===== config.mk =====
export PLATFORM = sky130hd
export DESIGN_NAME = hex_display_sequencer
export DESIGN_NICKNAME = d
export VERILOG_FILES = /design/src/rtl/hex_disp_pkg.sv /design/src/rtl/hex_decoder.sv /design/src/rtl/hex_display_sequencer.sv
export SDC_FILE = /design/constraint.sdc
export NUM_CORES = 1
export LEC_CHECK = 0
export BUFFER_PORTS_ARGS = -buffer_cell sky130_fd_sc_hd__buf_4
export CORE_MARGIN = 1.5
export CORE_UTILIZATION = 40
export DETAILED_ROUTE_END_ITERATION = 7
export PLACE_DENSITY = 0.58
export SLEW_MARGIN = 10
export SYNTH_ARGS = -nofsm -noshare
export SYNTH_HDL_FRONTEND = slang
export SYNTH_SLANG_ARGS = --single-unit

===== constraint.sdc =====
create_clock -name clk -period 5.7 [get_ports clk]
set_input_delay 0 -clock clk [delete_from_list [all_inputs] [get_ports clk]]
set_output_delay 0 -clock clk [all_outputs]
set_load 0.01 [all_outputs]

===== src/rtl/hex_disp_pkg.sv =====
// rtl/hex_disp_pkg.sv - shared types and constants for the hex display sequencer
package hex_disp_pkg;

   typedef enum logic [1:0] {
      IDLE,
      SCAN,
      DONE
   } state_t;

   localparam logic [6:0] SEG_BLANK = 7'h7F;
   localparam int         DIGIT_W   = 4;
   localparam int         SEG_W     = 7;

endpackage


===== src/rtl/hex_decoder.sv =====
// rtl/hex_decoder.sv - hex nibble to active-low seven-segment pattern (bit 0 = segment a, bit 6 = g)
module hex_decoder (
   input  logic [3:0] in,
   output logic [6:0] out
);

   always_comb begin
      out = 7'h7F;
      case (in)
         4'h0: out = 7'h40;
         4'h1: out = 7'h79;
         4'h2: out = 7'h24;
         4'h3: out = 7'h30;
         4'h4: out = 7'h19;
         4'h5: out = 7'h12;
         4'h6: out = 7'h02;
         4'h7: out = 7'h78;
         4'h8: out = 7'h00;
         4'h9: out = 7'h10;
         4'hA: out = 7'h08;
         4'hB: out = 7'h03;
         4'hC: out = 7'h46;
         4'hD: out = 7'h21;
         4'hE: out = 7'h06;
         4'hF: out = 7'h0E;
         default: out = 7'h7F;
      endcase
   end

endmodule


===== src/rtl/hex_display_sequencer.sv =====
// rtl/hex_display_sequencer.sv - scans a packed hex word MSD-first into per-digit segment registers
// through one shared decoder; HEX_LEADING_ZERO_BLANK_EN enables leading-zero suppression.
module hex_display_sequencer
   import hex_disp_pkg::*;
#(
   parameter int NUM_DIGITS = 6
) (
   input  logic                          clk,
   input  logic                          reset,
   input  logic                          in_valid,
   output logic                          in_ready,
   input  logic [DIGIT_W*NUM_DIGITS-1:0] in_data,
   input  logic [NUM_DIGITS-1:0]         in_blank,
   output logic [SEG_W*NUM_DIGITS-1:0]   seg,
   output logic                          busy,
   output logic                          done
);

   localparam int IDX_W = (NUM_DIGITS > 1) ? $clog2(NUM_DIGITS) : 1;

   state_t                        state, state_nxt;
   logic [DIGIT_W*NUM_DIGITS-1:0] data_q;
   logic [NUM_DIGITS-1:0]         mask_q;
   logic [IDX_W-1:0]              idx;
   logic [SEG_W*NUM_DIGITS-1:0]   seg_q;
   logic [DIGIT_W-1:0]            nibble;
   logic                          mask_bit;
   logic                          blank_cur;
   logic [SEG_W-1:0]              dec_out;
   logic [SEG_W-1:0]              digit_seg;
   logic                          accept;

   assign accept = in_valid && (state == IDLE);
   assign seg    = seg_q;

   always_comb begin
      nibble   = '0;
      mask_bit = 1'b0;
      for (int k = 0; k < NUM_DIGITS; k++) begin
         if (idx == IDX_W'(k)) begin
            nibble   = data_q[k*DIGIT_W +: DIGIT_W];
            mask_bit = mask_q[k];
         end
      end
   end

   hex_decoder u_dec (
      .in  (nibble),
      .out (dec_out)
   );

`ifdef HEX_LEADING_ZERO_BLANK_EN
   logic seen_nonzero;

   // Digit 0 always shows, so an all-zero word still displays a single 0.
   assign blank_cur = mask_bit || ((nibble == '0) && !seen_nonzero && (idx != '0));

   always_ff @(posedge clk) begin
      if (reset) begin
         seen_nonzero <= 1'b0;
      end else if (accept) begin
         seen_nonzero <= 1'b0;
      end else if (state == SCAN) begin
         seen_nonzero <= seen_nonzero || (nibble != '0);
      end
   end
`else
   assign blank_cur = mask_bit;
`endif

   assign digit_seg = blank_cur ? SEG_BLANK : dec_out;

   always_ff @(posedge clk) begin
      if (reset) begin
         state <= IDLE;
      end else begin
         state <= state_nxt;
      end
   end

   always_comb begin
      state_nxt = state;
      in_ready  = 1'b0;
      busy      = 1'b0;
      done      = 1'b0;
      case (state)
         IDLE: begin
            in_ready = 1'b1;
            if (in_valid) state_nxt = SCAN;
         end
         SCAN: begin
            busy = 1'b1;
            if (idx == '0) state_nxt = DONE;
         end
         DONE: begin
            done      = 1'b1;
            state_nxt = IDLE;
         end
         default: state_nxt = IDLE;
      endcase
   end

   // idx stops at 0 when the FSM leaves SCAN, so the decrement never wraps.
   always_ff @(posedge clk) begin
      if (reset) begin
         data_q <= '0;
         mask_q <= '0;
         idx    <= '0;
         seg_q  <= '1;
      end else if (accept) begin
         data_q <= in_data;
         mask_q <= in_blank;
         idx    <= IDX_W'(NUM_DIGITS - 1);
      end else if (state == SCAN) begin
         for (int k = 0; k < NUM_DIGITS; k++) begin
            if (idx == IDX_W'(k)) seg_q[k*SEG_W +: SEG_W] <= digit_seg;
         end
         if (idx != '0) idx <= idx - 1'b1;
      end
   end

endmodule


==> metrics.txt <==
status complete, no violations; IO buf count 77; # IOs 78; Synth cell types 43; clock skew 0.01464 ns; Combinational Power Share 0.244; FMAX 304.3 MHz; worst r2r src idx[1]$_SDFFE_PP0P_; area grow syn2layout 30.89%; overall routed net length 9.404 mm; final hold vios 0; Final Cycle Share 0.5764; Overflow after GRT 0; CP Launch Type flip-flop; Setup WS post-layout 2.414 ns; CP max stage cell ha_1; initial DRC count 149; Clk pwr share 0.304; die area 0.009132 mm^2; DR vias 3201; final hold slack 0.2378 ns; crit end category flip-flop; mapped cell area 0.003427 mm^2; leading area contributor after synthesis dfxtp_1; YS warnings 0; kind of critical path reg -> reg; clock transition at the registers of the reported paths 0.09 ns; Sw Share 0.3418; Worst path most repeated cell inv_1; Max Root-Sink Buffers 2; CP Max Fanout 25; Worst EP required 5.99 ns; core area 0.008258 mm^2; HP Start reset; CP cell instances inv_1 -> ha_1 -> a21oi_1 -> a221o_1 -> a32oi_1 -> inv_1 -> ha_1 -> inv_1 -> mux2i_1 -> mux2_2 -> a21oi_1; hold path cells 2; Worst Tran Pin Value 1.050 ns; max-slew violations 0; crit path time final 3.286 ns; Worst-Skew Late Latency 0.37 ns; Syn Area/Cell 8.318 um^2; Die W 95.56 um; sequential area share after synthesis 0.4498; GR Util All Layers 0.2179; worst vdd ir 0.1679 mV; clk root buf clkbuf_8; row count 33; CTS Buf Count 9; reg2reg setup slack 2.41 ns; placed inst area 0.003993 mm^2; # clock sinks 77; final instance area 0.004486 mm^2; CP max stage delay 0.67 ns; global-route wire length before repair 15.07 mm; DR pass1 iterations 4; Int Pwr 0.8636 mW; Post-DP HPWL 6.469 mm; dpl ws 2.249 ns; pwr/cell area 292.5 mW/mm^2; Mapped Cells 412; max-cap violations 0; Net Sw Power 0.4485 mW; top cells by area, synth dfxtp_1 45%, a21oi_1 8.9%, nand2_1 8.4%, nor3_1 7.0%, a31oi_1 4.6%; top cells by instance count after synthesis 77 x dfxtp_1, 77 x nand2_1, 61 x a21oi_1, 48 x nor3_1, 25 x a31oi_1; DIE HEIGHT 95.56 um; CP arrival 3.58 ns; worst min path class in -> reg; average wire per standard cell 15.49 um; fraction of registers with async set or reset after synthesis 0; routability cong. 0.8012; Sequential Power Share 0.453; vias in the first global route 2991; Yosys top cell area share 0.4498; CP Launch Point idx[1]$_SDFFE_PP0P_; Max transition margin 0.2985; nets 541; Setup TNS 0 ns; reg2reg path depth 11; RSZ-0062 raised after global routing no; syn_nets 456; pin count of the biggest net entering global routing 88; Setup Buffers After CTS 0; Lkg Pwr 1.730 nW; antenna violations before repair 0; Final setup viols 0; share of cells above drive strength 1 0.2151; antenna-violating nets left 0; ys flop type dfxtp_1; CTS tree yes; ANT cells 0; drt drc 0; H-tree depth 3; Avg Vias per Cell 5.273; Yosys reg bits 77; initial core utilization 0.4150; EDFF count, synth 0; total power draw 1.312 mW
registers in the layout, summed over array words and instances (netlist names):
name and count:
data_q 24, idx 3, mask_q 6, seg 42, state 2
power groups by stage:
stage,sequential [mW],combinational (mW),clock (mW)
after floorplan,0.602,0.213,0
after global placement,0.606,0.298,0
after detailed placement,0.607,0.301,0
after CTS,0.594,0.318,0.405
after global routing,0.598,0.353,0.432
final,0.594,0.320,0.399
cells in the final DEF, fill, tap and decap left out, types with 2 or more instances in the layout:
| cell type | instances |
|---|---|
| inv_6 | 2 |
| buf_4 | 77 |
| and3_1 | 7 |
| nor3_1 | 48 |
| mux2_2 | 2 |
| a31oi_2 | 3 |
| nor2b_1 | 4 |
| dlygate4sd3_1 | 30 |
| ha_1 | 11 |
| mux2i_1 | 3 |
| a221o_1 | 2 |
| o21ai_0 | 2 |
| nor2_1 | 12 |
| clkinvlp_4 | 3 |
| xnor2_1 | 2 |
| a21oi_1 | 61 |
| dfxtp_1 | 77 |
| a31oi_1 | 24 |
| nand3b_1 | 6 |
| nand3_1 | 3 |
| inv_8 | 2 |
| inv_1 | 11 |
| nand2b_1 | 4 |
| nand2_1 | 77 |
| clkbuf_8 | 9 |
| nor3b_1 | 2 |
routing by layer:
layer,up-vias,global-route usage,share of wire
li1,1613,-,-
met1,1505,0.2904,0.46
met2,73,0.3439,0.48
met3,10,0.05263,0.046
met4,0,0.07230,0.014
met5,-,0,0
cells by family after synthesis:
kind of cell	count (synthesis)	synth area share
AO/OA/AOI/OAI	105	0.2056
XOR/XNOR	2	0.005112
adder cells (fa/ha/maj)	11	0.04016
buffers and inverters	44	0.05403
flip-flops	77	0.4498
multiplexers	5	0.01533
AND/OR/NAND/NOR	168	0.2300
final timing paths:
path	end
setup reg to reg	seg[24]$_SDFFE_PP1P_
hold / removal	state[0]$_SDFFE_PP0P_
hold reg to reg	data_q[10]$_SDFFE_PP0P_
setup / recovery	seg[24]$_SDFFE_PP1P_
critical path, delay by kind of cell, from the launching register on:
| family | cells | cell delay (ns) |
|---|---|---|
| flops | 1 | 0.35 |
| fa+ha+maj | 2 | 0.98 |
| compound gates | 4 | 1.10 |
| mux | 2 | 0.41 |
| buf+inv | 3 | 0.37 |
cell type report:
class	instances	area, um^2
Clock buffer	9	123.9
Sequential cell	77	1541
Fill cell	820	3772
Multi-Input combinational cell	291	1707
Inverter	11	41.29
Clock inverter	7	62.56
Timing Repair Buffer	107	878.3
Tap cell	105	131.4
per-stage QoR:
step / utilization / std cells
after floorplan: - / 412
after global placement: 0.4835 / 561
after detailed placement: 0.4835 / 561
after CTS: 0.5424 / 607
after global routing: 0.5432 / 607
final: 0.5432 / 607
what timing repair did:
action	CTS	global route
gates resized for setup	0	0
endpoints found under the hold margin	30	0
hold buffers	30	0
Note: power is estimated with default switching activity, not from simulation.
